**config.mk**
```make
export PLATFORM = sky130hd
export DESIGN_NAME = fifo
export DESIGN_NICKNAME = d
export VERILOG_FILES = /design/src/rtl/fifo.sv
export SDC_FILE = /design/constraint.sdc
export NUM_CORES = 1
export LEC_CHECK = 0
export ABC_AREA = 1
export CAP_MARGIN = 20
export CORE_UTILIZATION = 55
export CTS_CLUSTER_SIZE = 24
export DETAILED_ROUTE_END_ITERATION = 16
export DONT_BUFFER_PORTS = 1
export GPL_TIMING_DRIVEN = 0
export PLACE_DENSITY = 0.73
export REMOVE_ABC_BUFFERS = 1
export SYNTH_ARGS = -nofsm -noshare
export SYNTH_HDL_FRONTEND = slang
export SYNTH_SLANG_ARGS = --single-unit
```
**constraint.sdc**
```tcl
create_clock -name clock -period 1.75 [get_ports clock]
set_input_delay 0.525 -clock clock [delete_from_list [all_inputs] [get_ports clock]]
set_output_delay 0.525 -clock clock [all_outputs]
set_load 0.01 [all_outputs]
```
**src/rtl/fifo.sv**
```systemverilog
// Synchronous first-word fall-through FIFO with registered full/empty flags.
// DEPTH may be any integer >= 2; pointers wrap explicitly at DEPTH-1.
module fifo #(
  parameter int WIDTH = 8,
  parameter int DEPTH = 4
) (
  input  logic             clock,
  input  logic             resetn,
  input  logic             write_enable,
  input  logic [WIDTH-1:0] write_data,
  output logic             full,
  input  logic             read_enable,
  output logic [WIDTH-1:0] read_data,
  output logic             empty
);

  localparam int PTR_W = $clog2(DEPTH);
  localparam int CNT_W = $clog2(DEPTH + 1);
  localparam logic [PTR_W-1:0] LAST_PTR = PTR_W'(DEPTH - 1);
  localparam logic [CNT_W-1:0] FULL_CNT = CNT_W'(DEPTH);

  logic [WIDTH-1:0] mem [DEPTH];
  logic [PTR_W-1:0] wr_ptr;
  logic [PTR_W-1:0] rd_ptr;
  logic [CNT_W-1:0] count;
  logic [CNT_W-1:0] count_next;
  logic             wr_ok;
  logic             rd_ok;

  // Handshake: a side transfers on a rising edge only when its enable is high
  // and the FIFO can take it (write: !full, read: !empty); blocked requests are
  // dropped silently, so enables never need to be held.
  assign wr_ok = write_enable && !full;
  assign rd_ok = read_enable && !empty;

  assign read_data = mem[rd_ptr];

  always_comb begin
    count_next = count;
    case ({wr_ok, rd_ok})
      2'b10:   count_next = count + 1'b1;
      2'b01:   count_next = count - 1'b1;
      default: count_next = count;
    endcase
  end

  // Storage is deliberately left out of reset.
  always_ff @(posedge clock) begin
    if (wr_ok) mem[wr_ptr] <= write_data;
  end

  always_ff @(posedge clock or negedge resetn) begin
    if (!resetn) begin
      wr_ptr <= '0;
      rd_ptr <= '0;
      count  <= '0;
      full   <= 1'b0;
      empty  <= 1'b1;
    end else begin
      if (wr_ok) wr_ptr <= (wr_ptr == LAST_PTR) ? '0 : wr_ptr + 1'b1;
      if (rd_ok) rd_ptr <= (rd_ptr == LAST_PTR) ? '0 : rd_ptr + 1'b1;
      count <= count_next;
      full  <= (count_next == FULL_CNT);
      empty <= (count_next == '0);
    end
  end

endmodule

```
# Word level (Yosys, flattened, before mapping)
# Memory sizes are Yosys's and may differ from the RTL's.
# Cells that the tools add are included.
dict set report op_classes {
  n_addsub 4
  n_reduce_logical 5
  mux 5
  eq_ne 5
}
# cell count
set ops {}
lappend ops {{2-bit == test (second input constant)} 3}
lappend ops {{3-bit case mux with 2 select lines} 1}
lappend ops {{2-bit by 1-bit adder with 2-bit output (second input constant)} 2}
lappend ops {{2-bit 2-to-1 mux} 2}
lappend ops {{3-bit by 1-bit adder with 3-bit output (second input constant)} 1}
lappend ops {{3-bit == test (second input constant)} 1}
lappend ops {{3-bit zero test} 1}
lappend ops {{3-bit by 1-bit subtractor with 3-bit output (second input constant)} 1}
lappend ops {{2-bit by 1-bit == test with 1-bit output (second input constant)} 1}
lappend ops {{1-bit logical AND} 2}
lappend ops {{1-bit zero test} 2}
lappend ops {{1-bit 2-to-1 mux} 2}
dict set report word_totals {
  mem_count 1
  mem_bits_rw 32
  elab_cells 25
  ff_bits 9
}
# name words word_bits read_ports rd_clocked_by_memory_dff write_ports line_no
set memory_table {}
lappend memory_table {mem 4 8 1 0 1 22} ;# logic [WIDTH-1:0] mem [DEPTH];

# Logic depth before layout (Yosys ltp)
# Gate-level depths: netlist of the first run.
dict set report logic_depth {
  ltp_word 5
  ltp_mapped 12
  depth_no_buf 12
}

# Least setup slack after synthesis of the first run
# Ideal clock, no wire load.
dict set report synth_timing {
  kind {input to register}
  from {in read_enable}
  to {reg full}
  path_buffers 0
  t_arrival_ns 1.808
  setup_time_ns 0.077
  path_slack_ns -0.136
  required_time_ns 1.673
  stages 9
  path_cell_list {inv_1 -> nor2_1 -> ha_1 -> inv_2 -> fa_1 -> nand2_1 -> o21ai_2 -> nand3_1 -> a21oi_1}
}
dict set report synth_via {
  elab_chain_cells 4
  word_cells_on_any_way 5
  classes_between {3 x eq/ne; 1 x mux; 1 x reduce/logical}
}
# item line_no
set synth_lines {}
lappend synth_lines {{from (decl)} 12} ;# input logic read_enable,
lappend synth_lines {{1-bit logical AND (*)} 34} ;# assign rd_ok = read_enable && !empty;
lappend synth_lines {{2-bit by 1-bit == test with 1-bit output / 2-bit == test (equally long branches)} 40} ;# case ({wr_ok, rd_ok})
lappend synth_lines {{3-bit case mux with 2 select lines (*)} 40}
lappend synth_lines {{3-bit == test (*)} 63} ;# full <= (count_next == FULL_CNT);
lappend synth_lines {{to (signal assigned)} 63}
lappend synth_lines {{to (decl)} 11} ;# output logic full,
# Every way passes the cells marked *; elsewhere a longest branch is shown, timed or not.
# A chain may end at the register's enable or synchronous reset.

# Worst setup path in the final report of the first run
dict set report layout_timing {
  from {reg rd_ptr[0]}
  to {out read_data[4]}
}
dict set report layout_via {
  elab_chain_cells 1
}
# item line_no
set layout_lines {}
lappend layout_lines {{from (decl)} 24} ;# logic [PTR_W-1:0] rd_ptr;
lappend layout_lines {{from (signal assigned)} 61} ;# if (rd_ok) rd_ptr <= (rd_ptr == LAST_PTR) ? '0 : rd_ptr + 1'b1;
lappend layout_lines {{memory 4 x 8 bit} n/a}
lappend layout_lines {{to (decl)} 13} ;# output logic [WIDTH-1:0] read_data,
# No other way between the ends.

==> results of run 1 <==
-- report_power, final --
group / internal (mW) / switching [mW]
registers: 1.32 / 0.169
clock network: 0.152 / 0.299
logic: 0.579 / 0.951
total: 2.06 / 1.42
-- through the flow --
| step | setup slack (ns) | setup TNS, ns | hold slack [ns] | std cells | cell area, um^2 |
|---|---|---|---|---|---|
| after floorplan | -0.1357 | -0.3253 | 0.2294 | 135 | 1754 |
| after global placement | -0.2623 | -4.301 | 0.2296 | 179 | 1809 |
| after detailed placement | -0.3096 | -5.490 | 0.2295 | 179 | 1809 |
| after CTS | -0.1490 | -1.097 | 0.2428 | 194 | 1992 |
| after global routing | -0.1467 | -1.202 | 0.2317 | 195 | 2042 |
| final | -0.1309 | -0.7908 | 0.2602 | 195 | 2042 |
-- state kept, by name, indices dropped and copies added (netlist names) --
signal / cells
empty: 1
full: 1
rd_ptr: 2
mem: 32
count: 3
wr_ptr: 2
-- cell type report --
| type | count | area, um^2 | share of cell area (%) |
|---|---|---|---|
| sequential | 41 | 1192 | 58.39 |
| multi-input combinational | 76 | 574.3 | 28.12 |
| timing repair buffer | 8 | 82.58 | 4.044 |
| inverter | 18 | 82.58 | 4.044 |
| tap | 44 | 55.05 | 2.696 |
| clock buffer | 5 | 37.54 | 1.838 |
| clock inverter | 3 | 17.52 | 0.8578 |
-- worst max-delay path: cells and delay by family, from the launching register on --
family	cells	cell delay, ns
DFF	1	0.52
AOI/OAI and AO/OA	2	0.36
buffers and inverters	1	0.13
-- cells in the mapped netlist --
library cell	number	area, um^2
a21oi_1	1	5.000
buf_12	1	20.02
buf_6	2	22.52
dfrtp_1	8	200.2
dfstp_2	1	26.28
edfxtp_1	32	960.9
fa_1	1	20.02
ha_1	6	75.07
inv_1	15	56.30
inv_2	2	7.510
inv_8	1	11.26
nand2_1	11	41.29
nand3_1	3	15.01
nand4_1	1	6.260
nor2_1	15	56.30
nor2_2	9	56.30
o21ai_0	16	80.08
o21ai_1	2	10.01
o21ai_2	3	26.28
o22ai_2	8	100.1
-- how the worst min path moves through the flow --
stage / end / cells after the start
after floorplan: count[0]$_DFF_PN0_ / 0
after global placement: full$_DFF_PN0_ / 0
after detailed placement: full$_DFF_PN0_ / 0
after CTS: mem[0][3]$_DFFE_PP_ / 0
after global routing: mem[1][4]$_DFFE_PP_ / 0
final: mem[0][0]$_DFFE_PP_ / 0
-- repair_timing --
item,CTS,global route
endpoints found under the setup margin,44,27
pin swaps,2,11
setup buffers,6,1
endpoints found under the hold margin,9,0
hold buffers,1,0
resized for setup,27,17
-- cell families (layout without fill, tap and decap cells) --
| group | count (synthesis) | count (layout) | synth area share, % |
|---|---|---|---|
| buf+inv | 21 | 34 | 6.546 |
| flops | 41 | 41 | 66.09 |
| compound gates | 30 | 30 | 12.33 |
| fa+ha+maj | 7 | 7 | 5.292 |
| simple gates | 39 | 39 | 9.749 |
-- layer usage --
layer | share of wire (%) | track usage (%) | wire length [um]
met5 | 0 | 0 | 0
met4 | 1.9 | 8.163 | 63
met3 | 4.5 | 6.769 | 146
met2 | 52 | 35.71 | 1693
met1 | 41 | 25.45 | 1332
==> results.yml, run 1 <==
worst_setup_path:
  critPathRequiredTime_ns: 1.22
  r2r_end: "full$_DFF_PN0_"
  critPathArrivalTime_ns: 1.36
  path_cells: "clkinv_8, o21ai_0, o22ai_2"
  crit_end: "read_data[4]"
  slowest_stage: "dfrtp_4"
  cp-startpoint: "rd_ptr[0]$_DFFE_PN0N_"
  r2r_cells: 9
  r2r-start: "full$_DFF_PN0_"
  worst_path_largest_cell_delay_ns: 0.52
  startpoint_type: "register"
  crit_fanout: 17
  critPathKind: "register to output port"
  critPathCaptureType: "output port"
  reg2reg_setup_slack_ns: 0.03
grt:
  track_usage_pct: 21.20
  antenna_found_initial: 0
  grt_pass1_vias: 1087
  grt_pass1_wl_um: 5106
  grt_max_degree: 18
  grt_overflow: 0
floorplan:
  rows: 20
  die_x_um: 59.16
  initial_core_util_pct: 58.37
  core_area_um2: 3078
  fp.dieArea_um2: 3499
  ioPinCount: 22
  die_h_um: 59.16
detailed_routing:
  ant_nets: 0
  remaining_drc_errors: 0
  wl_um: 3235
  vias: 1070
  viasPerCell: 5.487
  firstDrtPassIters: 4
  drt_iter0_drc: 9
  wl_per_cell_um: 16.59
final_layout:
  final_core_util_pct: 66.34
  fin_nets: 169
  final_common_cell: "edfxtp_1"
  num_antenna_cells: 0
  area_growth_pct: 13.65
  final_cell_mix: "edfxtp_1, nor2_2, inv_1, o21ai_2, nand2_1"
  drive_gt1_share_pct: 41.06
  fillCellCount: 240
place:
  dp_hpwl_um: 1977
  portBuffers: 0
  gp_congestion: 0.7027
timing:
  hold_violations: 0
  relSlewSlack_pct: 45.49
  min_period_over_period_pct: 107.5
  rsz0062_at_grt: "yes"
  max_slew.worst_pin.slew_ns: 0.8146
  setup_viol: 8
  postLayoutSetupSlackWorst_ns: -0.1309
  fin_skew_ns: 0.01153
  slew_viol_final: 0
  period_needed_ns: 1.881
  fmax_mhz: 531.6
run_status:
  status: "finished, violations left"
  violations: "setup timing"
clock_tree:
  cts_inserted_buffers: 5
  root_buffer: "clkbuf_4"
  cts_sinks: 41
  cts_tree: "yes"
  clockBufferDepth: 2
  h-tree-depth: 2
  insertion_delay_ns: 0.35
  clk_pin_slew_ns: 0.12
pwr:
  ir_worst_vdd_mv: 1.070
  powerDensity_nw_per_um2: 1701
  p_leak_nw: 0.7662
  power_mw: 3.474
yosys:
  postSynthAreaPerCell_um2: 13.02
  ys_seq_area_share_pct: 66.09
  netlist_area_um2: 1797
  ys_warn_count: 0
  synthCells: 138
  ys_seq_elements: 41
  ys_types: 20
min_path:
  min_path_type: "input port to register"
  hold_start: "write_data[0]"
run:
  cap_violations: 0
Power figures use the tool's default switching activity.
==> run 2: changes to the inputs <==
Settings changed: CELL_PAD_IN_SITES_DETAIL_PLACEMENT from default to 2, CELL_PAD_IN_SITES_GLOBAL_PLACEMENT from default to 2, CORE_UTILIZATION 55 to 38.
==> run 2 against run 1 <==
Effect of this change: fmax up 1.5%; combinational power up 39%; critical endpoint is now read_data[1]; core utilization down 14 points; sequential power up 4%; largest cell class unchanged; the run ends with DRC, setup timing left; largest power group unchanged; clock skew down 0.0018 ns; sequential cell count unchanged.
==> results.yml, run 2 (synthesis gave the netlist of run 1 again) <==
worst_setup_path:
  startpoint_type: "register"
  reg2reg_setup_slack_ns: 0.01
  critPathRequiredTime_ns: 1.22
  critPathCaptureType: "output port"
  worst_path_largest_cell_delay_ns: 0.58
  slowest_stage: "dfrtp_4"
  critPathArrivalTime_ns: 1.33
  crit_family: "flip-flops"
  crit_fanout: 6
  worst-path-buf-inv: 1
  path_cells: "buf_8, o21ai_4, o22ai_2"
  critPathKind: "register to output port"
clock_tree:
  clk_pin_slew_ns: 0.09
  clockBufferDepth: 2
  cts_inserted_buffers: 5
  h-tree-depth: 2
  insertion_delay_ns: 0.30
  cts_sinks: 41
  root_buffer: "clkbuf_8"
  cts_tree: "yes"
final_layout:
  fin_cells: 217
  regMostFlops: "mem"
  num_antenna_cells: 0
  largestRegisters: "mem x32, count x3"
  final_core_util_pct: 52.48
  largest_reg_flops: 32
  fin_nets: 183
  drive_gt1_share_pct: 52.12
  final_area_um2: 2332
  final_cell_mix: "edfxtp_1, nor2_2, inv_1, buf_4, nand2_1"
  area_growth_pct: 29.81
  final_common_cell: "edfxtp_1"
timing:
  max_slew.worst_pin.slew_ns: 0.8177
  fmax_mhz: 539.5
  rsz0062_at_grt: "yes"
  fin_skew_ns: 0.009708
  postLayoutSetupSlackWorst_ns: -0.1034
  relSlewSlack_pct: 45.28
  whs_ns: 0.05500
  slew_viol_final: 0
  hold_violations: 0
  fin_setup_tns_ns: -0.7166
  period_needed_ns: 1.853
  min_period_over_period_pct: 105.9
  setup_viol: 8
grt:
  track_usage_pct: 23.32
  use_met1_pct: 27.56
  busiest_layer: "met2"
  grt_pass1_wl_um: 8224
  use_met2_pct: 42.84
  grt_max_degree: 14
  grt_overflow: 0
  use_met3_pct: 4.843
  grt_pass1_vias: 1384
  antenna_found_initial: 0
floorplan:
  rows: 24
  die_x_um: 70.76
  die_h_um: 70.76
  ioPinCount: 22
  fp.dieArea_um2: 5007
  core_area_um2: 4444
  initial_core_util_pct: 40.43
detailed_routing:
  vias: 1149
  viasPerCell: 5.295
  drt_iter0_drc: 70
  wl_per_cell_um: 25.08
  firstDrtPassIters: 10
  remaining_drc_errors: 2
  ant_nets: 0
  wl_um: 5443
place:
  gp_congestion: 0.7481
  pre_cts_ws_ns: -0.3591
  portBuffers: 0
  dp_hpwl_um: 2596
  post_dp_cell_area_um2: 1819
  dp.cells: 187
run:
  cap_violations: 0
pwr:
  powerDensity_nw_per_um2: 1976
  p_leak_nw: 0.8671
  ir_worst_vdd_mv: 0.7739
  power_mw: 4.608
run_status:
  status: "finished, violations left"
  violations: "DRC, setup timing"
min_path:
  min_path_type: "input port to async pin"
[run 2: cell count changes in the layout (fill, tap and decap cells not counted), sizes merged]
cell,change
clkinvlp,+2
inv,+1
bufinv,+2
clkinv,-3
buf,+12
[run 2: final cells by class]
cell class	instances	area [um^2]
tap	52	65.06
timing repair buffer	20	185.2
fill	429	2112
clock buffer	5	68.82
inverter	18	83.83
multi-input combinational	76	654.4
timing repair inverter	2	16.27
clock inverter	3	65.06
sequential	41	1194
[run 2: worst paths after layout]
| path | from | endpoint | depth (start not counted) |
|---|---|---|---|
| worst max-delay path | rd_ptr[0]$_DFFE_PN0N_ | read_data[1] | 3 |
| worst min-delay path | resetn | empty$_DFF_PN1_ | 0 |
| worst max register to register | full$_DFF_PN0_ | full$_DFF_PN0_ | 9 |
| worst min register to register | count[0]$_DFF_PN0_ | count[0]$_DFF_PN0_ | 2 |
| max in group asynchronous | resetn | rd_ptr[0]$_DFFE_PN0N_ | 1 |
| min in group clock | write_data[5] | mem[0][5]$_DFFE_PP_ | 0 |
[run 2: power breakdown]
part	internal (mW)	leakage, nW	switching, mW
Sequential	1.33	0.398	0.223
Combinational	0.841	0.401	1.29
Clock	0.567	0.0681	0.360
Total	2.74	0.867	1.87
[run 2: worst reg2reg max path, stage by stage (launching register included)]
cell	delay, ns
dfrtp_2	0.42
nor2_4	0.05
inv_4	0.08
ha_4	0.14
inv_4	0.04
fa_2	0.52
nand2_2	0.07
o21ai_4	0.09
nand3_2	0.13
a21oi_2	0.13
[run 2: layer usage]
layer	wire [um]	part of all wire (%)	vias up
met3	138	2.5	6
met2	2970	55	19
met4	62	1.1	0
met5	0	0	-
li1	-	-	527
met1	2271	42	597
[run 2: what timing repair did]
action,CTS,global route
hold endpoints to repair,8,0
resized for setup,40,31
setup endpoints to repair,44,11
pin swaps,4,13
hold buffers,1,0
buffers inserted,17,2
cloned,2,0
==> run 3: changes to the inputs <==
Clock period 1.75 ns to 1.5 ns, I/O delays scaled along.
==> run 3 against run 2 <==
Effect of this change: the flow still finishes with violations (DRC, setup timing); non-clock buffer count increased by 12; global-route usage increased by 3.2 points; clock-buffer cell count unchanged; final area increased by 7.9%; first-iteration DRC count increased by 67%; wire length increased by 12%; sequential share of layout area decreased by 3.7 points; setup slack got worse by 0.20 ns; register-to-register slack got worse by 0.21 ns; critical path depth increased by 1; clock power increased by 15%; critical endpoint is now read_data[0].
==> results.yml, run 3 (synthesis gave the netlist of run 1 again) <==
final_layout:
  drive_gt1_share_pct: 56.82
  area_growth_pct: 40.04
  final_cell_mix: "edfxtp_1, buf_4, inv_1, nor2_4"
  final_common_cell: "edfxtp_1"
  fin_cells: 228
  layout.area.seq_um2: 1194
  fillCellCount: 406
  largest_reg_flops: 32
  regMostFlops: "mem"
  multi_input_area_um2: 685.7
  largestRegisters: "mem x32, count x3"
  final_area_um2: 2516
  num_antenna_cells: 0
  fin_nets: 194
  final_core_util_pct: 56.62
pwr:
  ir_worst_vdd_mv: 1.571
  p_leak_nw: 0.9437
  power_mw: 5.817
  powerDensity_nw_per_um2: 2312
place:
  portBuffers: 0
  post_dp_cell_area_um2: 1819
  dp_hpwl_um: 2596
  dp.cells: 187
  gp_congestion: 0.7481
run_status:
  violations: "DRC, setup timing"
  status: "finished, violations left"
timing:
  rsz0062_at_grt: "yes"
  hold_violations: 0
  min_period_over_period_pct: 120.0
  setup_viol: 36
  postLayoutSetupSlackWorst_ns: -0.3000
  fmax_mhz: 555.6
  fin_skew_ns: 0.006917
  relSlewSlack_pct: 64.05
  slew_viol_final: 0
  max_slew.worst_pin.slew_ns: 0.5375
  whs_ns: 0.2293
  period_needed_ns: 1.800
detailed_routing:
  drt_iter0_drc: 117
  wl_per_cell_um: 26.63
  wl_um: 6072
  viasPerCell: 5.417
  vias: 1235
  ant_nets: 0
  remaining_drc_errors: 2
  firstDrtPassIters: 10
grt:
  antenna_found_initial: 0
  grt_max_degree: 14
  track_usage_pct: 26.53
  grt_pass1_wl_um: 8880
  grt_overflow: 0
  grt_pass1_vias: 1434
min_path:
  min_path_type: "input port to register"
clock_tree:
  cts_sinks: 41
  cts_inserted_buffers: 5
  root_buffer: "clkbuf_8"
  h-tree-depth: 2
  insertion_delay_ns: 0.31
  clk_pin_slew_ns: 0.08
  clockBufferDepth: 2
  cts_tree: "yes"
floorplan:
  core_area_um2: 4444
  die_h_um: 70.76
  initial_core_util_pct: 40.43
  die_x_um: 70.76
  fp.dieArea_um2: 5007
  rows: 24
  ioPinCount: 22
worst_setup_path:
  critPathArrivalTime_ns: 1.35
  critPathRequiredTime_ns: 1.05
  startpoint_type: "register"
  critPathKind: "register to output port"
  reg2reg_setup_slack_ns: -0.20
  critPathCaptureType: "output port"
  crit_fanout: 4
run:
  cap_violations: 0
==> run 3: report_power, final <==
part	internal (mW)	switching (mW)	total (mW)	leakage (nW)
clock network	0.661	0.408	1.07	0.0681
registers	1.55	0.237	1.79	0.398
logic	1.27	1.70	2.96	0.478
total	3.48	2.34	5.82	0.944
==> run 3: worst max-delay path, stage by stage (launching register included) <==
cell        delay, ns
dfrtp_2          0.43
buf_12           0.13
clkinvlp_4       0.17
o21ai_1          0.19
o22ai_4          0.11
==> run 3: what timing repair did <==
item,4_1_cts,5_1_grt
endpoints found under the setup margin,44,36
resized for setup,65,19
endpoints found under the hold margin,9,0
cloned,1,0
hold buffers,1,0
pin swaps,18,14
setup buffers,26,6
==> run 3: final cells by class <==
type                       instances  share of cell area, %
sequential                        41                  47.44
multi-input combinational         76                  27.25
timing repair buffer              32                  13.87
inverter                          18                  3.232
clock buffer                       5                  2.735
clock inverter                     3                  2.586
tap                               52                  2.586
timing repair inverter             1                 0.2984
==> run 3: final timing paths <==
kind | startpoint | end | cells after the start
setup reg to reg | full$_DFF_PN0_ | full$_DFF_PN0_ | 9
max in group asynchronous | resetn | rd_ptr[0]$_DFFE_PN0N_ | 1
setup / recovery | rd_ptr[1]$_DFFE_PN0N_ | read_data[0] | 4
hold / removal | write_data[5] | mem[1][5]$_DFFE_PP_ | 0
min in group asynchronous | resetn | count[2]$_DFF_PN0_ | 1
hold reg to reg | count[1]$_DFF_PN0_ | count[1]$_DFF_PN0_ | 2
==> run 3: per-layer routing <==
| layer | share of wire, % | vias up | track usage [%] |
|---|---|---|---|
| met1 | 38 | 654 | 27.02 |
| met3 | 3.4 | 8 | 7.550 |
| met4 | 1.8 | 0 | 12.44 |
| met5 | 0 | - | 0 |
| met2 | 57 | 23 | 49.79 |
| li1 | - | 550 | - |
==> run 3: stage by stage <==
stage | setup TNS (ns) | setup slack [ns]
after CTS | -2.426 | -0.2550
after global placement | -14.66 | -0.4764
after global routing | -5.657 | -0.3398
final | -4.164 | -0.3000
after detailed placement | -16.44 | -0.5341
after floorplan | -1.192 | -0.3107
